File: src/rtl/uart_rx_fifo_pkg.sv
// -----------------------------------------------------------------------------
// uart_rx_fifo_pkg
// Shared definitions for the UART receive path: receiver state encoding and
// bit-period helpers derived from the half-bit timing parameter.
// No ports (package).
// -----------------------------------------------------------------------------
package uart_rx_fifo_pkg;

  typedef enum logic [2:0] {
    ST_WAIT_IDLE = 3'd0,
    ST_IDLE      = 3'd1,
    ST_START     = 3'd2,
    ST_DATA      = 3'd3,
    ST_STOP      = 3'd4
  } rx_state_e;

  localparam int DEFAULT_HALF_PERIOD = 53;
  localparam int BIT_PERIOD          = 2 * DEFAULT_HALF_PERIOD;

  // Full bit time in clk cycles for a given half-bit time.
  function automatic int bit_period(input int half_period);
    return 2 * half_period;
  endfunction

endpackage

File: src/rtl/uart_rx_fifo_fifo.sv
// -----------------------------------------------------------------------------
// sync_fifo
// Single-clock first-word-fall-through FIFO with a registered head word.
// A push into a full FIFO is accepted only when a pop happens in the same
// cycle; a pop on empty is ignored.
//
// Ports:
//   clk, reset   system clock, synchronous active-high reset
//   push         write request, push_data is the word to write
//   pop          read request (acts only when the FIFO is non-empty)
//   head_data    registered word at the FIFO head
//   valid        registered: FIFO non-empty
//   full         registered: FIFO holds DEPTH words
//   count        registered occupancy, 0..DEPTH
// -----------------------------------------------------------------------------
module sync_fifo #(
  parameter int WIDTH = 8,
  parameter int DEPTH = 8
) (
  input  logic                     clk,
  input  logic                     reset,
  input  logic                     push,
  input  logic [WIDTH-1:0]         push_data,
  input  logic                     pop,
  output logic [WIDTH-1:0]         head_data,
  output logic                     valid,
  output logic                     full,
  output logic [$clog2(DEPTH):0]   count
);

  localparam int AW = $clog2(DEPTH);
  localparam int CW = AW + 1;

  logic [WIDTH-1:0] mem_r [DEPTH];
  logic [AW-1:0]    wr_ptr_r;
  logic [AW-1:0]    rd_ptr_r;
  logic [AW-1:0]    rd_ptr_nxt_s;
  logic [CW-1:0]    count_r;
  logic [CW-1:0]    count_nxt_s;
  logic [WIDTH-1:0] head_r;
  logic [WIDTH-1:0] head_nxt_s;
  logic             valid_r;
  logic             full_r;
  logic             pop_ok_s;
  logic             push_ok_s;

  assign pop_ok_s  = pop && (count_r != CW'(0));
  assign push_ok_s = push && ((count_r != CW'(DEPTH)) || pop_ok_s);

  // Next occupancy, next read pointer and next head word.
  always_comb begin
    count_nxt_s  = count_r;
    rd_ptr_nxt_s = rd_ptr_r;
    head_nxt_s   = head_r;
    if (push_ok_s && !pop_ok_s) begin
      count_nxt_s = count_r + CW'(1);
    end else if (!push_ok_s && pop_ok_s) begin
      count_nxt_s = count_r - CW'(1);
    end else begin
      count_nxt_s = count_r;
    end
    if (pop_ok_s) begin
      rd_ptr_nxt_s = rd_ptr_r + AW'(1);
    end else begin
      rd_ptr_nxt_s = rd_ptr_r;
    end
    // The word being written this cycle becomes the head when it lands in
    // the slot the read pointer moves to (empty FIFO, or last word popped).
    if (push_ok_s && (rd_ptr_nxt_s == wr_ptr_r)) begin
      head_nxt_s = push_data;
    end else begin
      head_nxt_s = mem_r[rd_ptr_nxt_s];
    end
  end

  // Storage write; contents need no reset because valid gates their use.
  always_ff @(posedge clk) begin
    if (push_ok_s) begin
      mem_r[wr_ptr_r] <= push_data;
    end
  end

  // Pointers, occupancy and registered status/head outputs.
  always_ff @(posedge clk) begin
    if (reset) begin
      wr_ptr_r <= AW'(0);
      rd_ptr_r <= AW'(0);
      count_r  <= CW'(0);
      head_r   <= WIDTH'(0);
      valid_r  <= 1'b0;
      full_r   <= 1'b0;
    end else begin
      if (push_ok_s) begin
        wr_ptr_r <= wr_ptr_r + AW'(1);
      end
      rd_ptr_r <= rd_ptr_nxt_s;
      count_r  <= count_nxt_s;
      head_r   <= head_nxt_s;
      valid_r  <= (count_nxt_s != CW'(0));
      full_r   <= (count_nxt_s == CW'(DEPTH));
    end
  end

  assign head_data = head_r;
  assign valid     = valid_r;
  assign full      = full_r;
  assign count     = count_r;

endmodule

File: src/rtl/uart_rx_fifo.sv
// -----------------------------------------------------------------------------
// uart_rx_fifo
// 8N1 serial receiver (LSB first, idle high) with an output FIFO. The line is
// synchronised by two flops, the start bit is validated at its midpoint and
// each following bit is sampled one full bit later. Good bytes are pushed
// into the FIFO; framing and overrun errors are reported as one-cycle pulses.
//
// Ports:
//   clk         system clock
//   reset       synchronous active-high reset
//   ser_in      asynchronous serial line, idle high
//   out_data    byte at FIFO head (registered)
//   out_valid   FIFO non-empty
//   out_ready   consumer accepts head when out_valid && out_ready
//   fifo_count  current FIFO occupancy
//   frame_err   one-cycle pulse: stop bit sampled low
//   overrun     one-cycle pulse: good byte dropped because FIFO full
// -----------------------------------------------------------------------------
module uart_rx_fifo
  import uart_rx_fifo_pkg::*;
#(
  parameter int HALF_PERIOD = 53,
  parameter int FIFO_DEPTH  = 8
) (
  input  logic                          clk,
  input  logic                          reset,
  input  logic                          ser_in,
  output logic [7:0]                    out_data,
  output logic                          out_valid,
  input  logic                          out_ready,
  output logic [$clog2(FIFO_DEPTH):0]   fifo_count,
  output logic                          frame_err,
  output logic                          overrun
);

  localparam int BIT_CYCLES = bit_period(HALF_PERIOD);
  localparam int CNT_W      = $clog2(BIT_CYCLES);

  logic             sync1_r;
  logic             rx_r;
  rx_state_e        state_r;
  logic [CNT_W-1:0] cnt_r;
  logic [2:0]       bit_idx_r;
  logic [7:0]       shreg_r;
  logic             frame_err_r;
  logic             overrun_r;
  logic             half_done_s;
  logic             bit_done_s;
  logic             push_s;
  logic             fifo_full_s;
  logic             fifo_valid_s;

  assign half_done_s = (cnt_r == CNT_W'(HALF_PERIOD - 1));
  assign bit_done_s  = (cnt_r == CNT_W'(BIT_CYCLES - 1));
  // A good byte is handed to the FIFO on the stop-bit sample cycle.
  assign push_s      = (state_r == ST_STOP) && bit_done_s && rx_r;

  // Two-flop synchroniser; resets to the idle line level.
  always_ff @(posedge clk) begin
    if (reset) begin
      sync1_r <= 1'b1;
      rx_r    <= 1'b1;
    end else begin
      sync1_r <= ser_in;
      rx_r    <= sync1_r;
    end
  end

  // Receive state machine: start validation, data sampling, stop check.
  always_ff @(posedge clk) begin
    if (reset) begin
      state_r     <= ST_WAIT_IDLE;
      cnt_r       <= CNT_W'(0);
      bit_idx_r   <= 3'd0;
      shreg_r     <= 8'd0;
      frame_err_r <= 1'b0;
    end else begin
      frame_err_r <= 1'b0;
      case (state_r)
        // Only leave once the line is seen high, so a frame already in
        // progress is never picked up mid-byte.
        ST_WAIT_IDLE: begin
          cnt_r <= CNT_W'(0);
          if (rx_r) begin
            state_r <= ST_IDLE;
          end
        end
        ST_IDLE: begin
          cnt_r <= CNT_W'(0);
          if (!rx_r) begin
            state_r <= ST_START;
          end
        end
        // A line that is high again at mid start bit was a glitch.
        ST_START: begin
          if (half_done_s) begin
            cnt_r     <= CNT_W'(0);
            bit_idx_r <= 3'd0;
            if (rx_r) begin
              state_r <= ST_IDLE;
            end else begin
              state_r <= ST_DATA;
            end
          end else begin
            cnt_r <= cnt_r + CNT_W'(1);
          end
        end
        ST_DATA: begin
          if (bit_done_s) begin
            cnt_r   <= CNT_W'(0);
            shreg_r <= {rx_r, shreg_r[7:1]};
            if (bit_idx_r == 3'd7) begin
              state_r <= ST_STOP;
            end else begin
              bit_idx_r <= bit_idx_r + 3'd1;
            end
          end else begin
            cnt_r <= cnt_r + CNT_W'(1);
          end
        end
        // Returning to IDLE on the sample cycle lets a start bit that
        // follows the stop bit directly be caught.
        ST_STOP: begin
          if (bit_done_s) begin
            cnt_r <= CNT_W'(0);
            if (rx_r) begin
              state_r <= ST_IDLE;
            end else begin
              frame_err_r <= 1'b1;
              state_r     <= ST_WAIT_IDLE;
            end
          end else begin
            cnt_r <= cnt_r + CNT_W'(1);
          end
        end
        default: begin
          state_r <= ST_WAIT_IDLE;
          cnt_r   <= CNT_W'(0);
        end
      endcase
    end
  end

  // Overrun: a good byte arrived while full and nothing left the FIFO.
  always_ff @(posedge clk) begin
    if (reset) begin
      overrun_r <= 1'b0;
    end else begin
      overrun_r <= push_s && fifo_full_s && !(fifo_valid_s && out_ready);
    end
  end

  sync_fifo #(
    .WIDTH (8),
    .DEPTH (FIFO_DEPTH)
  ) u_fifo (
    .clk       (clk),
    .reset     (reset),
    .push      (push_s),
    .push_data (shreg_r),
    .pop       (out_ready),
    .head_data (out_data),
    .valid     (fifo_valid_s),
    .full      (fifo_full_s),
    .count     (fifo_count)
  );

  assign out_valid = fifo_valid_s;
  assign frame_err = frame_err_r;
  assign overrun   = overrun_r;

endmodule
File: config.mk
export PLATFORM = sky130hd
export DESIGN_NAME = uart_rx_fifo
export DESIGN_NICKNAME = d
export VERILOG_FILES = /design/src/rtl/uart_rx_fifo_pkg.sv /design/src/rtl/uart_rx_fifo_fifo.sv /design/src/rtl/uart_rx_fifo.sv
export SDC_FILE = /design/constraint.sdc
export NUM_CORES = 1
export LEC_CHECK = 0
export BUFFER_PORTS_ARGS = -buffer_cell sky130_fd_sc_hd__buf_2
export CORE_MARGIN = 8
export CORE_UTILIZATION = 40
export CTS_BUF_LIST = sky130_fd_sc_hd__clkbuf_8
export CTS_CLUSTER_SIZE = 40
export DETAILED_ROUTE_END_ITERATION = 8
export SYNTH_ARGS = -nofsm -noshare
export SYNTH_HDL_FRONTEND = slang
export SYNTH_SLANG_ARGS = --single-unit
File: constraint.sdc
create_clock -name clk -period 4.17 [get_ports clk]
set_input_delay 0.834 -clock clk [delete_from_list [all_inputs] [get_ports clk]]
set_output_delay 0.834 -clock clk [all_outputs]
set_load 0.05 [all_outputs]
# ---- Word-level counts from Yosys, hierarchy flattened
# Memory sizes are Yosys's and may differ from the RTL's. A register that Yosys moved wholly into a read port is not among the register bits.
# Index checks and enable logic that the tools add are counted.
dict set report word_totals {
  in_bits 4
  memories 1
  wordCells 82
  mem_bits_rw 64
  latchBits 0
  mem_bits_ro 0
  output_inout_bits 15
  regBits 37
}
dict set report classes {
  n_bitwise 2
  order_cmp 0
  mul 0
  n_reduce_logical 22
  n_mux 22
  n_addsub 6
  div_mod_pow 0
  eq_ne 16
  shift 0
}
# name words word_bits read_ports rd_clocked_by_memory_dff write_ports line_no
set memory_table {}
lappend memory_table {u_fifo.mem_r 8 8 1 1 1 uart_rx_fifo_fifo.sv:34} ;# logic [WIDTH-1:0] mem_r [DEPTH];
# operator n
set op_table {}
lappend op_table {{$mux W3} 10}
lappend op_table {{$pmux W3 S5} 1}
lappend op_table {{$mux W7} 2}
lappend op_table {{$ne A2 B2 Y1 const B} 7}
lappend op_table {{$pmux W7 S2} 1}
lappend op_table {{$add A3 B1 Y3 const B} 3}
lappend op_table {{$logic_and A1 B1 Y1} 9}
lappend op_table {{$mux W4} 2}
lappend op_table {{$reduce_bool A4 Y1} 2}
lappend op_table {{$add A7 B1 Y7 const B} 1}
lappend op_table {{$eq A7 B6 Y1 const B} 1}
lappend op_table {{$eq A7 B7 Y1 const B} 1}
lappend op_table {{$eq A3 B2 Y1 const B} 2}
lappend op_table {{$eq A3 B3 Y1 const B} 2}
lappend op_table {{$pmux W3 S2} 1}
lappend op_table {{$reduce_and A6 Y1} 1}
lappend op_table {{$add A4 B1 Y4 const B} 1}
lappend op_table {{$eq A4 B4 Y1 const B} 1}
lappend op_table {{$mux W1} 4}
lappend op_table {{$ne A4 B4 Y1 const B} 1}
lappend op_table {{$reduce_and A4 Y1} 1}
lappend op_table {{$sub A4 B1 Y4 const B} 1}
lappend op_table {{$eq A3 B1 Y1 const B} 1}
lappend op_table {{$logic_not A1 Y1} 3}
lappend op_table {{8 further kinds} 9}

# ---- Depth between registers and ports, before layout
# Gate-level depths: netlist (run 1).
dict set report depth {
  ltp_word 9
  depth_mapped 9
  mapped_depth_nobuf 7
}

# ---- Cells and area by module
# From an unflattened synthesis (run 1), not the netlist that was laid out.
dict set report hier_totals {
  cells_unflattened 461
  area_unflattened_um2 5347.6
}
# module cells_each instances area_per_inst_um2 seq_area_each_um2
set by_module_without_submodules {}
lappend by_module_without_submodules {sync_fifo 340 1 4209.0 2322.2}
lappend by_module_without_submodules {uart_rx_fifo 121 1 1138.6 500.5}

# ---- Least setup slack after synthesis (run 1)
# No wires, ideal clock.
dict set report synth_timing {
  kind {reg-to-reg}
  startpoint {reg u_fifo.count_r[0], in the netlist u_fifo.count[0]}
  endpoint {mem u_fifo.mem_r[0][0], enable pin}
  t_required_ps 3787
  setup_time_ps 383
  arrival_time_ps 3000
  setup_slack_ps 786
  n_path_buf 1
  period_less_slack_ps 3384
  path_stages_with_launch 8
  path_cell_list {dfxtp_1 inv_1 ha_1 nor4bb_1 nor4_1 clkbuf_1 nand2b_1 nor3_1}
}
dict set report synth_between {
  elab_chain_len 6
  elab_cells_between_ends 7
  classes_between {1 x eq/ne; 2 x mux; 4 x reduce/logical}
}
# element line_no
set synth_lines {}
lappend synth_lines {{start, declared} uart_rx_fifo_fifo.sv:38} ;# logic [CW-1:0] count_r;
lappend synth_lines {{start signal, assigned} uart_rx_fifo_fifo.sv:97} ;# count_r <= count_nxt_s;
lappend synth_lines {{$reduce_bool A4 Y1} uart_rx_fifo_fifo.sv:47} ;# assign pop_ok_s = pop && (count_r != CW'(0));
lappend synth_lines {{$logic_and A1 B1 Y1} uart_rx_fifo_fifo.sv:47}
lappend synth_lines {{$logic_or A1 B1 Y1 (*)} uart_rx_fifo_fifo.sv:48} ;# assign push_ok_s = push && ((count_r != CW'(DEPTH)) || pop_ok_s);
lappend synth_lines {{$logic_and A1 B1 Y1 (*)} uart_rx_fifo_fifo.sv:48}
lappend synth_lines {{$mux W1 (*)} uart_rx_fifo_fifo.sv:78} ;# if (push_ok_s) begin
lappend synth_lines {{$mux W1 (not written as such) (*)} uart_rx_fifo_fifo.sv:79} ;# mem_r[wr_ptr_r] <= push_data;
lappend synth_lines {{end, declared} uart_rx_fifo_fifo.sv:34}
# Every way passes the cells marked *; elsewhere a longest branch is shown, timed or not.

# ---- Worst setup path in the final report (run 1)
dict set report layout_timing {
  startpoint {reg u_fifo.count_r[0], in the netlist u_fifo.count[0]}
  endpoint {reg u_fifo.head_r[3], in the netlist u_fifo.head_data[3] (read register of u_fifo.mem_r)}
}
dict set report layout_between {
  elab_chain_len 3
}
# element line_no
set layout_lines {}
lappend layout_lines {{$reduce_bool A4 Y1} uart_rx_fifo_fifo.sv:47}
lappend layout_lines {{$logic_and A1 B1 Y1} uart_rx_fifo_fifo.sv:47}
lappend layout_lines {{$mux W3} uart_rx_fifo_fifo.sv:62} ;# if (pop_ok_s) begin
lappend layout_lines {{end, declared} uart_rx_fifo_fifo.sv:40} ;# logic [WIDTH-1:0] head_r;
# No other way between the ends.
# A chain may end at the register's enable or synchronous reset.

==> impl_metrics.csv, run 1 <==
group,metric,value,unit
synth,synth.area.top_cells,"edfxtp_1 (36%), mux2i_1 (18%), dfxtp_1 (17%)",
clocking,hold_buffers,0,
power,p_leak,2.00,nW
synth,syn_area,5370,µm²
synth,synth-edff-count,64,
power,p_total,3.00,mW
min_path,min_to,"rx_r$_SDFF_PP1_",
placed_design,port_buffers,18,
worst_setup_path,arrival,3.30,ns
drt,drc,0,
worst_setup_path,timing.rr.end,"u_fifo.head_data[3]$_SDFF_PP0_",
drt,vias,3583,
synth,avgSynthCellArea,11.8,µm²
drt,wl,11500,µm
global_route,track_usage,13.4,%
sta,slew_headroom,38.0,%
clocking,cts_tree,"built",
worst_setup_path,criticalPathCategory,"reg2reg",
global_route,grt_max_degree,40,
clocking,clock_path_buffers,2,
sta,slew_viol_final,0,
placed_design,place_congestion,0.820,
synth,synth.net_count,469,
min_path,hold_start,"sync1_r$_SDFF_PP1_",
drt,drt_iter0_markers,153,
clocking,root_buffer,"clkbuf_8",
clocking,htree_levels,3,
clocking,numCtsBuffers,9,
global_route,grt_first_pass_wirelength,18500,µm
sta,finalClockSkew,0.00698,ns
status,outcome,"finished clean",
clocking,cts.sinks,109,
synth,ys_seq_elements,109,
worst_setup_path,worst_r2r_path_depth,7,
synth,synth_cell_types,50,
synth,ys_warn_count,0,
floorplanning,core_area,13200,µm²
drt,first_pass_iters,4,
drt,via_per_inst,5.54,
synth,synth_area_leader_cell,"edfxtp_1",
synth,ys.flop_type,"edfxtp_1",
sta,period_share,72.1,%
floorplanning,die_area,17400,µm²
final_layout,drive_above_1_share,10.6,%
global_route,antenna_found_initial,0,
final_layout,layout_common_cells,"mux2i_1 (99), edfxtp_1 (64), dfxtp_1 (44), nor2_1 (28), nand2_1 (19)",
final_layout,area_delta_synth_final,8.69,%
worst_setup_path,critical_path.endpoint_type,"flip-flop",
synth,synth_top_cell_area_share,35.8,%
worst_setup_path,worstSetupStartpointType,"flip-flop",
global_route,grt_pass1_vias,3522,
final_layout,fillCellCount,1212,
clocking,path_clk_slew,0.10,ns
sta,setup_violations,0,
final_layout,final_common_cell,"mux2i_1",
synth,synthCells,456,
sta,period_needed,3.01,ns
drt,wl_per_cell,17.7,µm
floorplanning,io_pins,19,
min_path,hp-class,"reg2reg",
job,drv_cap,0,
worst_setup_path,required,4.47,ns
sta,hold_viol_final,0,
power,powerDensity,514,nW/µm²
power,peakVddDrop,0.207,mV
final_layout,diodes,0,
worst_setup_path,rrSetupSlack,1.16,ns
worst_setup_path,reg2reg_from,"u_fifo.count[0]$_SDFF_PP0_",
clocking,clkLatencyLatePin,0.39,ns
min_path,hold_depth,1,
floorplanning,die_height,132,µm
final_layout,nNetsFinal,479,
synth,seq_area_frac_synth,52.6,%
global_route,grt_overflow_total,0,
worst_setup_path,crit_path_max_fanout,9,
drt,antenna_left,0,
floorplanning,rows,42,
clocking,cts_setup_buffers,0,
synth,synthArstFlopShare,0,%
floorplanning,die_w,132,µm
floorplanning,start_util,40.7,%
clocking,cts_resized,0,
sta,tns,0,ns
placed_design,dp_hpwl,7810,µm
sta,worstMarginPinSlew,0.927,ns
sta,grt_setup_unrepaired,"no",
final_layout,fin_util,44.2,%
sta,fmaxAchievable,0.333,GHz
-- state kept, by name (all words and copies together), names as in the netlist --
signal / flops
bit_idx_r: 3
cnt_r: 7
frame_err: 1
overrun: 1
rx_r: 1
shreg_r: 8
state_r: 3
sync1_r: 1
u_fifo.count: 4
u_fifo.full: 1
u_fifo.head_data: 8
u_fifo.mem_r: 64
u_fifo.rd_ptr_r: 3
u_fifo.valid: 1
u_fifo.wr_ptr_r: 3
-- layer usage --
metal / track usage [%] / vias up / part of all wire, %
li1: - / 1742 / -
met1: 16.8 / 1774 / 46
met2: 22.2 / 60 / 49
met3: 3.16 / 7 / 4.0
met4: 4.72 / 0 / 1.0
met5: 0 / - / 0
-- cell type report --
cell class	count	area [µm²]	area share [%]
Multi-Input combinational cell	311	2410	41.4
Clock inverter	7	71.3	1.22
Clock buffer	9	124	2.12
Inverter	10	37.5	0.643
Tap cell	176	220	3.77
Sequential cell	109	2820	48.4
Timing Repair Buffer	25	143	2.44
-- how the worst max path moves through the flow --
stage	start	to	slack, ns	depth (start not counted)
finish	u_fifo.count[0]$_SDFF_PP0_	u_fifo.head_data[3]$_SDFF_PP0_	1.16	7
global placement	out_ready	u_fifo.head_data[3]$_SDFF_PP0_	1.29	6
global route	u_fifo.count[0]$_SDFF_PP0_	u_fifo.head_data[3]$_SDFF_PP0_	1.0	7
CTS	u_fifo.count[0]$_SDFF_PP0_	u_fifo.head_data[3]$_SDFF_PP0_	1.20	7
floorplan	u_fifo.count[0]$_SDFF_PP0_	u_fifo.mem_r[0][0]$_DFFE_PP_	0.79	7
detailed placement	out_ready	u_fifo.head_data[3]$_SDFF_PP0_	1.17	6
-- power breakdown --
group / switching [mW] / internal, mW
Sequential: 0.0730 / 1.18
Clock: 0.366 / 0.281
Combinational: 0.657 / 0.437
Total: 1.10 / 1.90
-- synth_stat cells (all sizes together), types with 2 or more instances --
master and n:
xor2 5, and3 2, or2 4, nand4 2
a31oi 2, a311oi 10, buf 9, inv 10
nand2 19, nand2b 12, o2111ai 3, nor2b 5
a211oi 4, nor4b 4, and2 4, nor3 6
nor4bb 3, o21ai 13, a22oi 17, xnor2 7
a211o 2, edfxtp 64, mux2i 99, nand3 5
clkbuf 17, nor4 11, ha 9, a21oi 15
a31o 2, a21o 2, dfxtp 45, nand4b 2
nor2 28
-- per-stage QoR --
| step | std cells | cell area, µm² | hold slack, ns | worst slack [ns] |
|---|---|---|---|---|
| after floorplan | 456 | 5370 | 0.389 | 0.786 |
| after global placement | 631 | 5640 | 0.402 | 1.29 |
| after detailed placement | 631 | 5640 | 0.398 | 1.17 |
| after CTS | 647 | 5830 | 0.421 | 1.20 |
| after global routing | 647 | 5830 | 0.436 | 0.998 |
| final | 647 | 5830 | 0.419 | 1.16 |
-- worst max-delay path, stage by stage (launching register included) --
cell      delay (ns)
dfxtp_1         0.37
inv_1           0.13
ha_1            0.30
or3b_4          0.45
a311oi_4        0.43
xnor2_2         0.20
or4b_1          0.71
a311oi_1        0.32
-- cell families after synthesis --
family          Yosys count  share of synthesized area [%]
buf+inv                  36                           2.54
simple gates            113                           11.5
xor+xnor                 13                           2.52
compound gates           77                           10.3
fa+ha+maj                 9                           2.10
flops                   109                           52.6
mux                      99                           18.5
Note: power is estimated with default switching activity, not from simulation.
==> inputs of run 2 (changes only) <==
==> constraint.sdc (replaced) <==
create_clock -name clk -period 2.7 [get_ports clk]
set_input_delay 0.54 -clock clk [delete_from_list [all_inputs] [get_ports clk]]
set_output_delay 0.54 -clock clk [all_outputs]
set_load 0.05 [all_outputs]
==> impl_metrics.csv, run 2 (synthesis gave the netlist of run 1 again) <==
group,metric,value,unit
drt,first_pass_iters,6,
final_layout,layout_common_cells,"mux2i_1 (99), edfxtp_1 (64), dfxtp_1 (42), nor2_1 (27), buf_4 (23)",
floorplanning,core_area,13200,µm²
sta,tns,0,ns
worst_setup_path,reg2reg_from,"u_fifo.count[0]$_SDFF_PP0_",
final_layout,fin_cells,663,
placed_design,placed_cells,647,
sta,finalClockSkew,0.00935,ns
sta,slew_viol_final,0,
sta,period_share,95.2,%
placed_design,port_buffers,18,
power,seq_power_share,39.0,%
worst_setup_path,criticalPathCategory,"reg2reg",
clocking,clkLatencyLatePin,0.38,ns
job,drv_cap,0,
final_layout,largest_reg_flops,64,
sta,holdWs,0.339,ns
final_layout,max_flop_register,"u_fifo.mem_r",
sta,hold_viol_final,0,
final_layout,final_common_cell,"mux2i_1",
clocking,root_buffer,"clkbuf_8",
placed_design,place_congestion,0.786,
clocking,cts_tree,"built",
sta,period_needed,2.57,ns
clocking,cts_setup_buffers,0,
floorplanning,die_area,17400,µm²
final_layout,drive_above_1_share,15.0,%
global_route,grt_pass1_vias,3628,
min_path,hp-class,"in2reg",
global_route,grt_max_degree,40,
min_path,hold_start,"ser_in",
placed_design,pre_cts_slack,0.0600,ns
floorplanning,io_pins,19,
drt,drc,0,
drt,vias,3631,
global_route,track_usage,13.8,%
sta,grt_setup_unrepaired,"yes",
placed_design,dp_hpwl,8310,µm
worst_setup_path,cp-startpoint,"u_fifo.count[0]$_SDFF_PP0_",
global_route,grt_overflow_total,0,
drt,wl_per_cell,18.0,µm
power,p_int,3.11,mW
sta,layout_setup_ws,0.129,ns
power,power_frac_clock,22.5,%
sta,slew_headroom,47.8,%
worst_setup_path,worstSetupStartpointType,"flip-flop",
power,swShare,35.6,%
power,p_leak,2.10,nW
final_layout,fillCellCount,1199,
drt,wl,11900,µm
global_route,grt_first_pass_wirelength,19000,µm
clocking,numCtsBuffers,9,
worst_setup_path,crit_path_max_fanout,8,
floorplanning,rows,42,
final_layout,fin_util,45.5,%
worst_setup_path,critical_path.endpoint_type,"flip-flop",
floorplanning,start_util,40.7,%
sta,worstMarginPinSlew,0.779,ns
power,p_sw,1.72,mW
status,outcome,"finished clean",
global_route,antenna_found_initial,0,
final_layout,diodes,0,
sta,setup_violations,0,
worst_setup_path,arrival,2.86,ns
power,pwr-share-comb,38.5,%
drt,drt_iter0_markers,203,
final_layout,area_delta_synth_final,11.7,%
floorplanning,die_height,132,µm
final_layout,fin_area,6000,µm²
floorplanning,die_w,132,µm
clocking,htree_levels,3,
worst_setup_path,required,2.99,ns
clocking,clock_path_buffers,2,
sta,fmaxAchievable,0.389,GHz
final_layout,nNetsFinal,495,
clocking,path_clk_slew,0.10,ns
clocking,hold_buffers,0,
power,powerDensity,805,nW/µm²
clocking,cts_resized,0,
drt,via_per_inst,5.48,
placed_design,placed_area,5770,µm²
power,peakVddDrop,0.500,mV
power,p_total,4.83,mW
clocking,cts.sinks,109,
drt,antenna_left,0,
-- run 2: worst paths after layout --
path	endpoint	slack (ns)	cells after the start
max	u_fifo.head_data[6]$_SDFF_PP0_	0.13	8
min	sync1_r$_SDFF_PP1_	0.34	2
max reg2reg	u_fifo.head_data[6]$_SDFF_PP0_	0.13	8
min reg2reg	rx_r$_SDFF_PP1_	0.43	1
-- run 2: area by class of cell --
type                    instances  area [µm²]  share of cell area (%)
well taps                     176         220                    3.67
flip-flops and latches        109        2830                    47.1
multi-input cells             311        2430                    40.5
clock inverters                 7        96.3                    1.61
inverters                      10        37.5                   0.626
clock buffers                   9         124                    2.07
repair buffers                 41         263                    4.38
-- run 2: worst max-delay path, cell delays in order, from the launching register on --
cell	delay [ns]
dfxtp_2	0.33
inv_1	0.10
ha_1	0.22
or3b_4	0.43
a311oi_4	0.29
buf_4	0.19
and2_1	0.38
a22oi_1	0.22
a311oi_1	0.31
-- run 2: routing by layer --
metal | vias to the layer above | track usage (%) | part of all wire, %
met1 | 1765 | 16.4 | 45
met5 | - | 0 | 0
met3 | 19 | 2.36 | 2.9
met4 | 0 | 6.70 | 2.4
met2 | 58 | 23.8 | 50
li1 | 1789 | - | -
-- run 2: power by group through the flow --
stage               Clock [mW]  Sequential, mW  Combinational [mW]
floorplan                    0            2.16                1.17
global route              1.17            1.89                1.99
detailed placement           0            1.92                1.86
finish                    1.09            1.88                1.86
CTS                       1.12            1.89                1.86
global placement             0            1.92                1.83
